[src/rtl/ads131_resp_pkg.sv]
// ADS131A0X SPI responder: opcodes, response words and FSM encoding.
// Shared by ads131_spi_responder and its bench.
`timescale 1ns/1ps
package ads131_resp_pkg;

    localparam logic [15:0] OP_NULL     = 16'h0000;
    localparam logic [15:0] OP_UNLOCK   = 16'h0655;
    localparam logic [15:0] OP_LOCK     = 16'h0555;
    localparam logic [2:0]  OP_RREG_PFX = 3'b001;
    localparam logic [2:0]  OP_WREG_PFX = 3'b010;

    localparam logic [15:0] RESP_READY  = 16'hFF04;
    localparam logic [15:0] RESP_STATUS = 16'h2200;

    localparam logic [1:0] ST_HOLD   = 2'd0;
    localparam logic [1:0] ST_IDLE   = 2'd1;
    localparam logic [1:0] ST_SHIFT  = 2'd2;
    localparam logic [1:0] ST_DECODE = 2'd3;

    // NULL-class reply depends on whether the power-up ready word is pending
    function automatic logic [15:0] null_resp(input logic ready);
        return ready ? RESP_READY : RESP_STATUS;
    endfunction

endpackage

[src/rtl/ads131_spi_sync.sv]
// Multi-flop synchronizer for one asynchronous SPI pin,
// with single-cycle rise/fall strobes on the synchronized level.
`timescale 1ns/1ps
module ads131_spi_sync #(
    parameter int   STAGES  = 2,
    parameter logic RST_VAL = 1'b0
) (
    input  logic clk,
    input  logic rst_n,
    input  logic d,
    output logic q,
    output logic rise,
    output logic fall
);

    logic [STAGES-1:0] sync_q;
    logic [STAGES-1:0] sync_d;
    logic              prev_q;
    logic              prev_d;

    // Shift the pin through the chain; remember the last synced level
    always_comb begin
        sync_d = {sync_q[STAGES-2:0], d};
        prev_d = sync_q[STAGES-1];
    end

    // Chain and edge-history flops
    always_ff @(posedge clk or negedge rst_n) begin
        if (!rst_n) begin
            sync_q <= {STAGES{RST_VAL}};
            prev_q <= RST_VAL;
        end else begin
            sync_q <= sync_d;
            prev_q <= prev_d;
        end
    end

    assign q    = sync_q[STAGES-1];
    assign rise = q & ~prev_q;
    assign fall = ~q & prev_q;

endmodule

[src/rtl/ads131_spi_responder.sv]
// ADS131A0X SPI slave model: answers each frame with the reply set up by the previous one.
// Optional ADS_RESP_FRAME_ERR_EN adds a frame_err pulse and a 0x0000 reply after bad frames.
`timescale 1ns/1ps
module ads131_spi_responder
    import ads131_resp_pkg::*;
#(
    parameter int WORD_BITS   = 32,
    parameter int SYNC_STAGES = 2
) (
    input  logic        system_clock,
    input  logic        reset_n,
    input  logic        SPI_SCLK,
    input  logic        SPI_CS,
    input  logic        SPI_MOSI,
    output logic        SPI_MISO,
    input  logic        SPI_RESET,
    output logic [15:0] cmd_word,
    output logic        cmd_valid,
    output logic        locked,
    output logic [1:0]  state
`ifdef ADS_RESP_FRAME_ERR_EN
    ,
    output logic        frame_err
`endif
);

    localparam int CNT_W = $clog2(WORD_BITS + 2);
    localparam logic [CNT_W-1:0] CNT_FULL = CNT_W'(WORD_BITS);
    localparam logic [CNT_W-1:0] CNT_SAT  = CNT_W'(WORD_BITS + 1);

    logic sclk_rise, sclk_fall, cs_rise, cs_fall, mosi_s, rst_s;
    logic sclk_lvl_unused, cs_lvl_unused;
    logic mosi_rise_unused, mosi_fall_unused;
    logic rst_rise_unused, rst_fall_unused;

    ads131_spi_sync #(.STAGES(SYNC_STAGES), .RST_VAL(1'b0)) u_sclk (
        .clk(system_clock), .rst_n(reset_n), .d(SPI_SCLK),
        .q(sclk_lvl_unused), .rise(sclk_rise), .fall(sclk_fall)
    );
    ads131_spi_sync #(.STAGES(SYNC_STAGES), .RST_VAL(1'b1)) u_cs (
        .clk(system_clock), .rst_n(reset_n), .d(SPI_CS),
        .q(cs_lvl_unused), .rise(cs_rise), .fall(cs_fall)
    );
    ads131_spi_sync #(.STAGES(SYNC_STAGES), .RST_VAL(1'b0)) u_mosi (
        .clk(system_clock), .rst_n(reset_n), .d(SPI_MOSI),
        .q(mosi_s), .rise(mosi_rise_unused), .fall(mosi_fall_unused)
    );
    ads131_spi_sync #(.STAGES(SYNC_STAGES), .RST_VAL(1'b0)) u_rst (
        .clk(system_clock), .rst_n(reset_n), .d(SPI_RESET),
        .q(rst_s), .rise(rst_rise_unused), .fall(rst_fall_unused)
    );

    logic [1:0]           state_q, state_d;
    logic                 miso_q, miso_d;
    logic [15:0]          cmd_word_q, cmd_word_d;
    logic                 cmd_valid_q, cmd_valid_d;
    logic                 locked_q, locked_d;
    logic                 ready_q, ready_d;
    logic [15:0]          next_resp_q, next_resp_d;
    logic [WORD_BITS-1:0] shift_out_q, shift_out_d;
    logic [WORD_BITS-1:0] shift_in_q, shift_in_d;
    logic [CNT_W-1:0]     bit_cnt_q, bit_cnt_d;
    logic [31:0][7:0]     regfile_q, regfile_d;
`ifdef ADS_RESP_FRAME_ERR_EN
    logic                 frame_err_q, frame_err_d;
`endif

    logic [15:0] c;
    logic [4:0]  addr;
    assign c    = shift_in_q[WORD_BITS-1 -: 16];
    assign addr = c[12:8];

    // Frame FSM: shift on synced SCLK edges, decode the command on CS rise
    always_comb begin
        state_d     = state_q;
        miso_d      = miso_q;
        cmd_word_d  = cmd_word_q;
        cmd_valid_d = 1'b0;
        locked_d    = locked_q;
        ready_d     = ready_q;
        next_resp_d = next_resp_q;
        shift_out_d = shift_out_q;
        shift_in_d  = shift_in_q;
        bit_cnt_d   = bit_cnt_q;
        regfile_d   = regfile_q;
`ifdef ADS_RESP_FRAME_ERR_EN
        frame_err_d = 1'b0;
`endif
        if (!rst_s) begin
            state_d     = ST_HOLD;
            miso_d      = 1'b0;
            cmd_word_d  = 16'h0000;
            locked_d    = 1'b1;
            ready_d     = 1'b1;
            next_resp_d = RESP_READY;
            bit_cnt_d   = '0;
            regfile_d   = '0;
        end else begin
            unique case (state_q)
                ST_HOLD: state_d = ST_IDLE;
                ST_IDLE: begin
                    miso_d = 1'b0;
                    if (cs_fall) begin
                        shift_out_d = {next_resp_q, {(WORD_BITS-16){1'b0}}};
                        bit_cnt_d   = '0;
                        state_d     = ST_SHIFT;
                    end
                end
                ST_SHIFT: begin
                    if (sclk_rise) begin
                        miso_d      = shift_out_q[WORD_BITS-1];
                        shift_out_d = shift_out_q << 1;
                    end
                    if (sclk_fall) begin
                        shift_in_d = {shift_in_q[WORD_BITS-2:0], mosi_s};
                        if (bit_cnt_q != CNT_SAT)
                            bit_cnt_d = bit_cnt_q + 1'b1;
                    end
                    if (cs_rise) begin
                        miso_d  = 1'b0;
                        state_d = ST_DECODE;
                    end
                end
                ST_DECODE: begin
                    state_d = ST_IDLE;
                    if (bit_cnt_q == CNT_FULL) begin
                        cmd_word_d  = c;
                        cmd_valid_d = 1'b1;
                        if (c == OP_NULL) begin
                            next_resp_d = null_resp(ready_q);
                        end else if (c == OP_UNLOCK) begin
                            next_resp_d = OP_UNLOCK;
                            locked_d    = 1'b0;
                            ready_d     = 1'b0;
                        end else if (c == OP_LOCK) begin
                            next_resp_d = OP_LOCK;
                            locked_d    = 1'b1;
                        end else if (c[15:13] == OP_RREG_PFX) begin
                            next_resp_d = {c[15:8], regfile_q[addr]};
                        end else if (c[15:13] == OP_WREG_PFX && !locked_q) begin
                            regfile_d[addr] = c[7:0];
                            next_resp_d     = {OP_RREG_PFX, c[12:0]};
                        end else begin
                            next_resp_d = null_resp(ready_q);
                        end
                    end else begin
`ifdef ADS_RESP_FRAME_ERR_EN
                        frame_err_d = 1'b1;
                        next_resp_d = 16'h0000;
`endif
                    end
                end
                default: state_d = ST_HOLD;
            endcase
        end
    end

    // State registers
    always_ff @(posedge system_clock or negedge reset_n) begin
        if (!reset_n) begin
            state_q     <= ST_HOLD;
            miso_q      <= 1'b0;
            cmd_word_q  <= 16'h0000;
            cmd_valid_q <= 1'b0;
            locked_q    <= 1'b1;
            ready_q     <= 1'b1;
            next_resp_q <= RESP_READY;
            shift_out_q <= '0;
            shift_in_q  <= '0;
            bit_cnt_q   <= '0;
            regfile_q   <= '0;
`ifdef ADS_RESP_FRAME_ERR_EN
            frame_err_q <= 1'b0;
`endif
        end else begin
            state_q     <= state_d;
            miso_q      <= miso_d;
            cmd_word_q  <= cmd_word_d;
            cmd_valid_q <= cmd_valid_d;
            locked_q    <= locked_d;
            ready_q     <= ready_d;
            next_resp_q <= next_resp_d;
            shift_out_q <= shift_out_d;
            shift_in_q  <= shift_in_d;
            bit_cnt_q   <= bit_cnt_d;
            regfile_q   <= regfile_d;
`ifdef ADS_RESP_FRAME_ERR_EN
            frame_err_q <= frame_err_d;
`endif
        end
    end

    assign SPI_MISO  = miso_q;
    assign cmd_word  = cmd_word_q;
    assign cmd_valid = cmd_valid_q;
    assign locked    = locked_q;
    assign state     = state_q;
`ifdef ADS_RESP_FRAME_ERR_EN
    assign frame_err = frame_err_q;
`endif

endmodule

[config.mk]
export PLATFORM = sky130hd
export DESIGN_NAME = ads131_spi_responder
export DESIGN_NICKNAME = d
export VERILOG_FILES = /design/src/rtl/ads131_resp_pkg.sv /design/src/rtl/ads131_spi_sync.sv /design/src/rtl/ads131_spi_responder.sv
export SDC_FILE = /design/constraint.sdc
export NUM_CORES = 1
export LEC_CHECK = 0
export CAP_MARGIN = 40
export CORE_ASPECT_RATIO = 1.2
export CORE_MARGIN = 5
export CORE_UTILIZATION = 45
export DETAILED_ROUTE_END_ITERATION = 8
export DONT_BUFFER_PORTS = 1
export HOLD_SLACK_MARGIN = 0.12
export PLACE_DENSITY_LB_ADDON = 0.15
export SYNTH_ARGS = -nofsm -noshare
export SYNTH_HDL_FRONTEND = slang
export SYNTH_SLANG_ARGS = --single-unit
[constraint.sdc]
create_clock -name system_clock -period 6.9 [get_ports system_clock]
set_input_delay 1.38 -clock system_clock [delete_from_list [all_inputs] [get_ports system_clock]]
set_output_delay 1.38 -clock system_clock [all_outputs]
set_load 0.1 [all_outputs]
Word level (Yosys, flattened, before mapping)
Index checks and enable logic that the tools add are counted.

storage, ports and cells
  flip-flop bits (word level) = 374
  bits in latches = 0
  bits in writable memories = 0
  bits in read-only memories = 0
  input port bits = 6
  logic and storage cells = 156
  memories kept = 0

cells by class
  add/subtract/negate cells = 1
  $mul = 0
  divide/modulo/power cells = 0
  $lt $le $gt $ge = 2
  eq/ne operators = 26
  shift-type cells = 0
  mux-type cells = 55
  bitwise operators = 8
  reduce and logical (&&, ||, !) cells = 16

operators with widths
  cell                    count
  $mux W256               8
  $bwmux W256             1
  $mux W16                12
  $mux W32                2
  $pmux W32 S2            1
  $bmux W8 S5             1
  $demux W8 S5            1
  $eq A16 B11 Y1 const B  2
  $mux W6                 4
  $ne A2 B2 Y1 const B    10
  $ne A3 B3 Y1 const B    6
  $mux W1                 17
  $logic_not A16 Y1       1
  $mux W8                 2
  $reduce_and A4 Y1       4
  $pmux W6 S2             1
  $reduce_and A7 Y1       1
  $add A6 B1 Y6 const B   1
  $eq A6 B6 Y1 const B    1
  $lt A5 B6 Y1 const B    1
  $mux W2                 3
  $ne A6 B6 Y1 const B    1
  $pmux W2 S3             1
  $reduce_and A2 Y1       3
  other kinds (15)        23

Logic depth before layout (Yosys ltp)
Gate-level depths: netlist of run 1.

  word-level depth = 13
  depth in mapped cells = 9

Hierarchy
A second synthesis of run 1 with hierarchy kept.

second synthesis, totals
  cells, all modules = 1700
  area total of the unflattened synthesis = 17912.2 sq um

modules (own cells, without submodules)
  module                         times used  cells each  area an instance (sq um)  seq. area each (sq um)
  ads131_spi_responder           1           1680        17548.1                   8722.1
  ads131_spi_sync at u_mosi ...  3           5           90.1                      75.1
  ads131_spi_sync at u_cs        1           5           93.8                      78.8

Worst setup path before layout of run 1
OpenSTA, ideal clock, no wires.

  kind = reg2reg
  from = register state_q[0] (netlist: state[0])
  to = register next_resp_q[0]
  arrival = 2.458 ns
  path slack = 4.316 ns
  stages on the path, launching flop included = 8
  path buffers = 2
  period minus slack after synthesis = 2.584 ns
  cells stage by stage = dfrtp_1 -> ha_1 -> nand2_1 -> or2_1 -> clkbuf_2 -> and2_0 -> buf_2 -> a221o_1

between the ends
  cells in the longest elaborated chain, start to end = 3

RTL lines
  element                      line                         text
  from (decl)                  ads131_spi_responder.sv:53   logic [1:0] state_q, state_d;
  from (signal assigned)       ads131_spi_responder.sv:176  state_q <= state_d;
  $eq A2 B2 Y1                 ads131_spi_responder.sv:99   unique case (state_q)
  $ne A2 B2 Y1 (no line)       n/a
  $reduce_and A2 Y1 (no line)  n/a
  to (signal assigned)         ads131_spi_responder.sv:182  next_resp_q <= next_resp_d;
  to (decl)                    ads131_spi_responder.sv:59   logic [15:0] next_resp_q, next_resp_d;

Every way passes these cells.
A chain may end at the register's enable or synchronous reset.

Final worst setup path of run 1
  from = register shift_in_q[24]
  to = register next_resp_q[7]

between the ends
  cells in the longest elaborated chain, start to end = 9
  elaborated cells on any way between the ends = 12
  classes of those cells = 2 x eq/ne; 9 x mux; 1 x reduce/logical

RTL lines
  element                        line                         text
  from (decl)                    ads131_spi_responder.sv:61   logic [WORD_BITS-1:0] shift_in_q, shift_in_d;
  from (signal assigned)         ads131_spi_responder.sv:184  shift_in_q <= shift_in_d;
  $bmux W8 S5                    ads131_spi_responder.sv:139  next_resp_d = {c[15:8], regfile_q[addr]};
  $mux W8 (not written as such)  ads131_spi_responder.sv:139
  $mux W16                       ads131_spi_responder.sv:138  end else if (c[15:13] == OP_RREG_PFX) begin
  $mux W16                       ads131_spi_responder.sv:135  end else if (c == OP_LOCK) begin
  $mux W16                       ads131_spi_responder.sv:131  end else if (c == OP_UNLOCK) begin
  $mux W16 (*)                   ads131_spi_responder.sv:129  if (c == OP_NULL) begin
  $mux W16 (*)                   ads131_spi_responder.sv:126  if (bit_cnt_q == CNT_FULL) begin
  $mux W16 (*)                   ads131_spi_responder.sv:99
  $mux W16 (*)                   ads131_spi_responder.sv:89   if (!rst_s) begin

Every way passes the cells marked *; elsewhere a longest branch is shown, timed or not. The select of a mux whose other input is x is not followed.

==> flow_metrics.py, run 1 <==
metrics = {
    "run_status": {
        "status": "complete, no violations",
    },
    "critical_path": {
        "crit_slowest_cell": "dfrtp_4",
        "crit_required_ns": 7.33,
        "reg2reg_depth": 6,
        "path_cells": "buf_4, buf_12, mux4_1, mux4_2, nor3b_1, a2111o_1",
        "cp-start-kind": "flip-flop",
        "worst-setup-path-type": "reg -> reg",
        "cp.arrival_ns": 3.88,
        "cp_max_fo": 39,
        "cpPeakStageDelay_ns": 0.86,
        "critPathCaptureType": "flip-flop",
    },
    "logic_synthesis": {
        "ys_seq_area_share_pct": 49.5,
        "synthTopCellsByArea": "dfrtp_1 (47%), nand2_1 (13%), a21boi_0 (8.0%)",
        "yosys_warnings": 0,
        "synth_edf_count": 0,
        "synth_top_area_share_pct": 47.4,
        "syn_area_um2": 18100,
        "syn_avg_cell_area_um2": 10.3,
        "synth.distinct_cells": 63,
        "yosysMostFrequentCell": "nand2_1",
        "ys_seq_elements": 358,
        "syn_nets": 1778,
        "synth_commonest_cells": "nand2_1 (620), dfrtp_1 (344), a21boi_0 (193)",
        "synth_ff_type": "dfrtp_1",
        "yosysTopAreaCell": "dfrtp_1",
        "netlist_instances": 1765,
        "async_flop_share_pct": 100,
    },
    "power_and_ir_drop": {
        "power.share.combinational_pct": 7.7,
        "power_frac_seq_pct": 47.5,
        "power.share.clock_pct": 44.8,
        "leakage_nw": 7.89,
        "intPower_mw": 3.49,
        "vdd_drop_max_mv": 0.177,
        "power.switching_mw": 1.09,
        "swShare_pct": 23.8,
        "powerDensity_nw_per_um2": 231,
    },
    "sta": {
        "worst_slew_pin_slew_ns": 1.27,
        "setup_tns_ns": 0,
        "rsz0062_at_grt": "false",
        "max_freq_mhz": 289,
        "finalHoldViolCount": 0,
        "skew_ns": 0.0139,
        "slew_violations": 0,
        "period_minus_slack_ns": 3.46,
        "hold-worst-slack_ns": 0.351,
        "post-route-period-util_pct": 50.1,
        "setup_viol": 0,
        "slew_headroom_pct": 15.6,
    },
    "final_layout": {
        "fill_cells": 3648,
        "drive_above_1_share_pct": 17.1,
        "area_delta_synth_final_pct": 9.52,
        "layout.nets": 1716,
        "diodes": 0,
    },
    "detailed_routing": {
        "first_pass_iters": 5,
        "avgRoutedWirePerCell_um": 21.2,
        "postRouteAntennaNets": 0,
        "drcViolationCount": 0,
        "drt_iter0_markers": 1059,
        "vias": 12634,
        "vias_per_cell": 5.59,
        "drt-total-wl_mm": 47.9,
    },
    "floorplanning": {
        "die_h_um": 230,
        "die_x_um": 193,
        "core_area_um2": 39800,
        "die_area_um2": 44400,
        "ios": 27,
        "initial_core_util_pct": 45.5,
        "rows": 80,
    },
    "global_route": {
        "grt-ovfl-total": 0,
        "grt_max_degree": 359,
        "grt_pass1_vias": 12960,
        "grt_pass1_wl_mm": 77.4,
        "track_usage_pct": 21.7,
        "antenna_found_initial": 0,
    },
    "clocking": {
        "hold_buffers": 0,
        "cts_tree": "done",
        "cts_made_buffers": 39,
        "root_buffer": "clkbuf_16",
        "clk_latency_ns": 0.54,
        "cts_sinks": 358,
        "clk_pin_slew_ns": 0.06,
        "htree_levels": 2,
        "clockBufferDepth": 3,
        "cts.repair.resized": 0,
        "post_cts_buffers": 0,
    },
    "job": {
        "maxCapViolations": 0,
    },
    "hold_path": {
        "hold_path_depth": 0,
        "hold_class": "reg -> reg",
    },
    "place": {
        "io_buffers": 0,
        "hpwl_mm": 29.4,
        "place_congestion": 0.817,
    },
}
[state kept, by name, indices dropped and copies added, names as in the netlist, 2 cells and up]
name           cells
shift_out_q       16
u_mosi.sync_q      2
regfile_q        256
u_sclk.sync_q      2
next_resp_q       16
cmd_word          16
u_cs.sync_q        2
bit_cnt_q          6
shift_in_q        32
state              2
u_rst.sync_q       2
[cell type report]
type | count | area [um^2] | area share (%)
Multi-Input combinational cell | 1249 | 8270 | 41.6
Clock inverter | 11 | 87.6 | 0.441
Tap cell | 533 | 667 | 3.36
Sequential cell | 358 | 8980 | 45.2
Clock buffer | 55 | 1160 | 5.83
Timing Repair Buffer | 43 | 662 | 3.33
Inverter | 12 | 45.0 | 0.227
[stage by stage]
step | power (mW) | std cells | cell area [um^2] | worst slack [ns] | utilization, %
final | 4.59 | 2261 | 19900 | 3.44 | 49.9
after global routing | 4.75 | 2261 | 19900 | 3.24 | 49.9
after CTS | 4.64 | 2261 | 19900 | 3.37 | 49.9
after detailed placement | 2.57 | 2195 | 18600 | 3.38 | 46.7
after global placement | 2.51 | 2172 | 18100 | 3.27 | 45.5
after floorplan | 2.46 | 1765 | 18100 | 4.32 | -
[kinds of logic (layout without fill, tap and decap cells)]
family / after synthesis / after routing / synth area share, %
AND/OR/NAND/NOR: 752 / 752 / 17.4
adder cells (fa/ha/maj): 7 / 7 / 0.483
buffers and inverters: 158 / 121 / 5.08
flip-flops: 358 / 358 / 49.5
AO/OA/AOI/OAI: 370 / 370 / 16.2
multiplexers: 120 / 120 / 11.4
[power by group through the flow]
stage | Combinational (mW) | Sequential, mW | Clock, mW
floorplan | 0.213 | 2.24 | 0
global placement | 0.255 | 2.26 | 0
detailed placement | 0.356 | 2.21 | 0
CTS | 0.357 | 2.18 | 2.10
global route | 0.387 | 2.18 | 2.19
finish | 0.353 | 2.18 | 2.06
[layout by cell type, fill, tap and decap left out, drive strengths merged, types with 2 or more instances in the layout]
master and count:
a211o 2, nand2b 9, and3 2, dfrtp 344
nor2b 3, o22ai 8, nand3 10, mux4 65
a31oi 5, nand2 620, nor3 7, buf 43
nor3b 2, a2111o 4, and2 37, a21boi 272
a22oi 5, dfstp 14, a21o 2, clkinv 10
ha 7, o21ai 15, a32o 5, or4b 2
nor4 11, nor2 37, mux2i 24, mux2 31
or3b 2, a221o 6, a21oi 31, a211oi 5
nand4 4, clkbuf 55, inv 12
[worst paths after layout]
kind,end,from,slack (ns)
min in group asynchronous,regfile_q[34]$_DFFE_PN0P_,reset_n,0.54
setup reg to reg,next_resp_q[7]$_DFFE_PN0P_,shift_in_q[24]$_DFFE_PN0P_,3.44
hold reg to reg,u_mosi.sync_q[1]$_DFF_PN0_,u_mosi.sync_q[0]$_DFF_PN0_,0.35
setup / recovery,next_resp_q[7]$_DFFE_PN0P_,shift_in_q[24]$_DFFE_PN0P_,3.44
hold / removal,u_mosi.sync_q[1]$_DFF_PN0_,u_mosi.sync_q[0]$_DFF_PN0_,0.35
max in group asynchronous,u_rst.sync_q[1]$_DFF_PN0_,reset_n,5.32
[critical path: cells and delay by family, from the launching register on]
| kind | cells | cell delay, ns |
|---|---|---|
| and+or+nand+nor | 1 | 0.17 |
| muxes | 2 | 1.13 |
| AOI/OAI and AO/OA | 1 | 0.37 |
| DFF | 1 | 0.86 |
| buffers and inverters | 2 | 0.79 |
[per-layer routing]
metal	track usage [%]	vias to the layer above	wire length (um)
met5	0	-	0
met4	7.19	0	1680
met3	3.43	88	2360
met2	35.4	297	23000
met1	29.9	6394	20900
li1	-	5855	-
Note: power is estimated with default switching activity, not from simulation.
==> run 2, diff against run 1 <==
clock period = 2.98 ns   (was 6.9 ns; I/O delays follow)
==> run 2 against run 1 <==
The flow now finishes with violations (hold timing). Sequential share of layout area fell by 0.11 points. Fmax rose by 28%. Clock skew rose by 0.00061 ns. Highest routed layer unchanged. Total power rose by 130%. Non-clock buffer count rose by 22. Sequential power rose by 130%. Worst setup slack got worse by 3.2 ns. Combinational power rose by 110%. Utilization rose by 0.12 points. Hold slack got worse by 0.59 ns.
==> flow_metrics.py, run 2 (synthesis results as in run 1) <==
metrics = {
    "final_layout": {
        "finalNonFillerCells": 2284,
        "fill_cells": 3694,
        "most-common-layout-cells": "nand2_1 (620), dfrtp_1 (341), a21boi_0 (193), a21boi_2 (64), mux4_2 (62)",
        "finalInstanceArea_um2": 19900,
        "largestRegisters": "regfile_q (256), shift_in_q (32)",
        "diodes": 0,
        "multi_input_area_um2": 8270,
        "final-seq-area_um2": 8980,
        "largest_register_ffs": 256,
        "drive_above_1_share_pct": 17.3,
        "area_delta_synth_final_pct": 9.79,
        "largest-register": "regfile_q",
        "layout_commonest_cell": "nand2_1",
        "layout.nets": 1738,
    },
    "clocking": {
        "hold_buffers": 4,
        "htree_levels": 2,
        "clk_pin_slew_ns": 0.06,
        "post_cts_buffers": 0,
        "cts_tree": "done",
        "clockBufferDepth": 3,
        "cts.repair.resized": 0,
        "clk_latency_ns": 0.54,
        "cts_made_buffers": 39,
        "cts_sinks": 358,
        "root_buffer": "clkbuf_16",
    },
    "critical_path": {
        "cp_max_fo": 13,
        "worst-setup-path-type": "reg -> reg",
        "path_buf_inv": 1,
        "cp-start-kind": "flip-flop",
        "path_cells": "or4b_1, nor4b_4, buf_4, and2_1, nand2_1, a21boi_0",
        "crit_slowest_cell": "or4b_1",
        "path_delay_family": "simple AND/OR/NAND/NOR gates",
        "critPathCaptureType": "flip-flop",
        "cpPeakStageDelay_ns": 0.79,
        "cp.arrival_ns": 3.15,
        "crit_required_ns": 3.42,
    },
    "global_route": {
        "grt_pass1_vias": 13096,
        "antenna_found_initial": 0,
        "grt_pass1_wl_mm": 77.7,
        "grt_max_degree": 359,
        "track_usage_pct": 21.7,
        "grt-ovfl-total": 0,
    },
    "sta": {
        "max_freq_mhz": 370,
        "setup_viol": 0,
        "period_minus_slack_ns": 2.70,
        "slew_headroom_pct": 15.3,
        "post-route-period-util_pct": 90.7,
        "fin_ws_ns": 0.278,
        "hold-worst-slack_ns": -0.236,
        "setup_tns_ns": 0,
        "worst_slew_pin_slew_ns": 1.27,
        "finalHoldViolCount": 229,
        "skew_ns": 0.0145,
        "slew_violations": 0,
        "rsz0062_at_grt": "false",
    },
    "run_status": {
        "status": "finished, violations left",
        "violations": "hold timing",
    },
    "floorplanning": {
        "initial_core_util_pct": 45.5,
        "rows": 80,
        "die_area_um2": 44400,
        "die_h_um": 230,
        "ios": 27,
        "core_area_um2": 39800,
        "die_x_um": 193,
    },
    "detailed_routing": {
        "drt-total-wl_mm": 48.3,
        "vias_per_cell": 5.61,
        "drcViolationCount": 0,
        "drt_iter0_markers": 910,
        "avgRoutedWirePerCell_um": 21.2,
        "vias": 12813,
        "postRouteAntennaNets": 0,
        "first_pass_iters": 5,
    },
    "place": {
        "dp_slack_ns": 0.323,
        "place_area_um2": 18700,
        "place_congestion": 0.824,
        "place_inst": 2213,
        "hpwl_mm": 30.3,
        "io_buffers": 0,
    },
    "power_and_ir_drop": {
        "vdd_drop_max_mv": 0.396,
        "powerDensity_nw_per_um2": 521,
        "leakage_nw": 7.93,
    },
    "hold_path": {
        "hold_class": "in -> async",
    },
    "job": {
        "maxCapViolations": 0,
    },
}
[run 2: cell types whose count changed in the layout (fill, tap and decap cells not counted), sizes merged]
cell / before / now
clkbuf: 55 / 65
dlygate4sd3: 0 / 4
buf: 43 / 61
bufinv: 1 / 0
clkinv: 10 / 2
[run 2: worst register-to-register path: stages, from the launching register on]
cell and delay [ns]:
dfrtp_1 0.40, or4b_1 0.79, nor4b_4 0.35, buf_4 0.28, and2_1 0.47, nand2_1 0.12, a21boi_0 0.20
[run 2: final timing paths]
kind | startpoint | endpoint | slack, ns | depth (start not counted)
worst max-delay path | bit_cnt_q[3]$_DFFE_PN0P_ | regfile_q[64]$_DFFE_PN0P_ | 0.28 | 6
worst min-delay path | reset_n | regfile_q[58]$_DFFE_PN0P_ | -0.24 | 0
worst max register to register | bit_cnt_q[3]$_DFFE_PN0P_ | regfile_q[64]$_DFFE_PN0P_ | 0.28 | 6
worst min register to register | u_mosi.sync_q[0]$_DFF_PN0_ | u_mosi.sync_q[1]$_DFF_PN0_ | 0.35 | 0
max in group asynchronous | reset_n | shift_in_q[9]$_DFFE_PN0P_ | 2.19 | 0
min in group system_clock | u_mosi.sync_q[0]$_DFF_PN0_ | u_mosi.sync_q[1]$_DFF_PN0_ | 0.35 | 0
[run 2: routing by layer]
metal	GRT usage, %	wire length (um)	vias up
li1	-	-	5912
met2	36.3	23400	315
met5	0	0	-
met4	5.53	1040	0
met1	29.9	21500	6521
met3	3.43	2440	65
[run 2: cell type report]
cell class	count	share of cell area, %
clock buffer	65	5.90
clock inverter	2	0.0503
inverter	12	0.226
multi-input combinational	1249	41.5
sequential	358	45.1
tap	533	3.35
timing repair buffer	65	3.87
[run 2: power by group]
part / total [mW] / internal (mW) / switching, mW
Sequential: 5.04 / 4.96 / 0.0743
Clock: 4.60 / 2.67 / 1.93
Combinational: 0.737 / 0.277 / 0.460
[run 2: metrics by stage]
| stage | hold slack [ns] | power, mW | util [%] |
|---|---|---|---|
| detailed placement | 0.322 | 5.86 | 46.9 |
| CTS | -0.241 | 10.5 | 50.0 |
| floorplan | 0.300 | 5.69 | - |
| finish | -0.236 | 10.4 | 50.0 |
| global route | -0.254 | 10.8 | 50.0 |
| global placement | 0.321 | 5.84 | 46.0 |
==> run 3, diff against run 2 <==
CAP_MARGIN = unset   (was 40)
GPL_ROUTABILITY_DRIVEN = 1   (was unset)
==> run 3 against run 2 <==
The flow still finishes with violations (hold timing). Sequential power hardly changed. Routed wire length down 1.1%. Fmax increased by 1.0%. Worst setup slack improved by 0.027 ns. Critical path depth stayed put. Register-to-register slack better by 0.03 ns. Total power up 2.4%. Clock power up 5.7%. Sequential share of layout area up 0.61 points. Cell area fell by 1.3%. Final cell count decreased by 0.53%. Clock-buffer cell count decreased by 4.
==> flow_metrics.py, run 3 (synthesis results as in run 1) <==
metrics = {
    "sta": {
        "hold-worst-slack_ns": -0.235,
        "max_freq_mhz": 374,
        "period_minus_slack_ns": 2.68,
        "fin_ws_ns": 0.305,
        "finalHoldViolCount": 344,
        "setup_viol": 0,
        "worst_slew_pin_slew_ns": 0.947,
        "skew_ns": 0.0146,
        "slew_violations": 0,
        "slew_headroom_pct": 36.9,
        "post-route-period-util_pct": 89.8,
        "setup_tns_ns": 0,
        "rsz0062_at_grt": "false",
    },
    "clocking": {
        "clockBufferDepth": 3,
        "cts_sinks": 358,
        "hold_buffers": 4,
        "root_buffer": "clkbuf_16",
        "cts.repair.resized": 0,
        "post_cts_buffers": 0,
        "cts_tree": "done",
        "clk_pin_slew_ns": 0.06,
        "htree_levels": 2,
        "clk_latency_ns": 0.54,
        "cts_made_buffers": 38,
    },
    "global_route": {
        "grt_pass1_wl_mm": 76.6,
        "grt-ovfl-total": 0,
        "grt_max_degree": 359,
        "track_usage_pct": 21.5,
        "antenna_found_initial": 0,
        "grt_pass1_vias": 12929,
    },
    "critical_path": {
        "cp_max_fo": 16,
        "critPathCaptureType": "flip-flop",
        "worst-setup-path-type": "reg -> reg",
        "crit_required_ns": 3.42,
        "r2r-start": "bit_cnt_q[3]$_DFFE_PN0P_",
        "cp-start-kind": "flip-flop",
        "reg2reg_depth": 6,
        "reg2reg_slack_ns": 0.30,
        "r2r-end": "regfile_q[52]$_DFFE_PN0P_",
        "cp.arrival_ns": 3.11,
    },
    "detailed_routing": {
        "first_pass_iters": 5,
        "drt-total-wl_mm": 47.8,
        "postRouteAntennaNets": 0,
        "drcViolationCount": 0,
        "vias": 12756,
        "avgRoutedWirePerCell_um": 21.0,
        "vias_per_cell": 5.61,
        "drt_iter0_markers": 1003,
    },
    "power_and_ir_drop": {
        "powerDensity_nw_per_um2": 541,
        "vdd_drop_max_mv": 0.549,
        "leakage_nw": 7.83,
    },
    "final_layout": {
        "layout.nets": 1724,
        "largestRegisters": "regfile_q (256), shift_in_q (32)",
        "area_delta_synth_final_pct": 8.34,
        "largest-register": "regfile_q",
        "diodes": 0,
        "layout_commonest_cell": "nand2_1",
        "finalNonFillerCells": 2272,
        "largest_register_ffs": 256,
        "drive_above_1_share_pct": 17.3,
        "most-common-layout-cells": "nand2_1 (620), dfrtp_1 (341), a21boi_0 (193), a21boi_2 (64), mux4_2 (62)",
    },
    "place": {
        "place_inst": 2200,
        "dp_slack_ns": 0.350,
        "io_buffers": 0,
        "hpwl_mm": 30.0,
        "place_congestion": 0.824,
    },
    "hold_path": {
        "hold_class": "in -> async",
    },
    "run_status": {
        "violations": "hold timing",
        "status": "finished, violations left",
    },
    "job": {
        "maxCapViolations": 0,
    },
    "floorplanning": {
        "initial_core_util_pct": 45.5,
        "die_area_um2": 44400,
        "die_h_um": 230,
        "core_area_um2": 39800,
        "ios": 27,
        "die_x_um": 193,
        "rows": 80,
    },
}
## run 3: where the power goes
part	total, mW	switching [mW]	internal (mW)
Sequential	5.05	0.0816	4.96
Clock	4.86	1.96	2.90
Combinational	0.724	0.455	0.270
## run 3: worst max path at each step
| stage | startpoint | end | slack [ns] | depth (start not counted) |
|---|---|---|---|---|
| CTS | bit_cnt_q[3]$_DFFE_PN0P_ | regfile_q[52]$_DFFE_PN0P_ | 0.32 | 6 |
| detailed placement | bit_cnt_q[3]$_DFFE_PN0P_ | regfile_q[238]$_DFFE_PN0P_ | 0.35 | 6 |
| floorplan | state[0]$_DFFE_PN0P_ | next_resp_q[0]$_DFFE_PN0P_ | 0.40 | 7 |
| global placement | shift_in_q[24]$_DFFE_PN0P_ | next_resp_q[3]$_DFFE_PN0P_ | 0.38 | 6 |
| global route | bit_cnt_q[3]$_DFFE_PN0P_ | regfile_q[61]$_DFFE_PN0P_ | 0.15 | 6 |
| finish | bit_cnt_q[3]$_DFFE_PN0P_ | regfile_q[52]$_DFFE_PN0P_ | 0.30 | 6 |
## run 3: worst max-delay path, cell delays in order (launching register included)
cell	delay, ns
dfrtp_1	0.40
or4b_1	0.80
nor4_4	0.35
buf_4	0.31
and2_1	0.42
nand2_1	0.08
a21boi_0	0.22
## run 3: layout make-up
class                           instances  area (um^2)
Sequential cell                       358         8980
Inverter                               12         45.0
Clock inverter                          7         91.3
Multi-Input combinational cell       1249         8270
Clock buffer                           61         1190
Timing Repair Buffer                   52          413
Fill cell                            3751        20200
Tap cell                              533          667
## run 3: stage by stage
stage / hold slack, ns / total power [mW] / cell area, um^2 / util, %
final: -0.235 / 10.6 / 19700 / 49.3
after global routing: -0.251 / 11.0 / 19700 / 49.3
after CTS: -0.241 / 10.7 / 19700 / 49.3
after detailed placement: 0.322 / 5.86 / 18300 / 46.0
after global placement: 0.321 / 5.84 / 18300 / 46.0
after floorplan: 0.300 / 5.69 / 18100 / -
## run 3: metal layers
metal	vias to the layer above	GRT usage, %	share of wire (%)
met3	97	3.53	5.3
met1	6428	30.0	45
met2	349	34.5	46
met4	0	6.86	3.3
li1	5882	-	-
met5	-	0	0
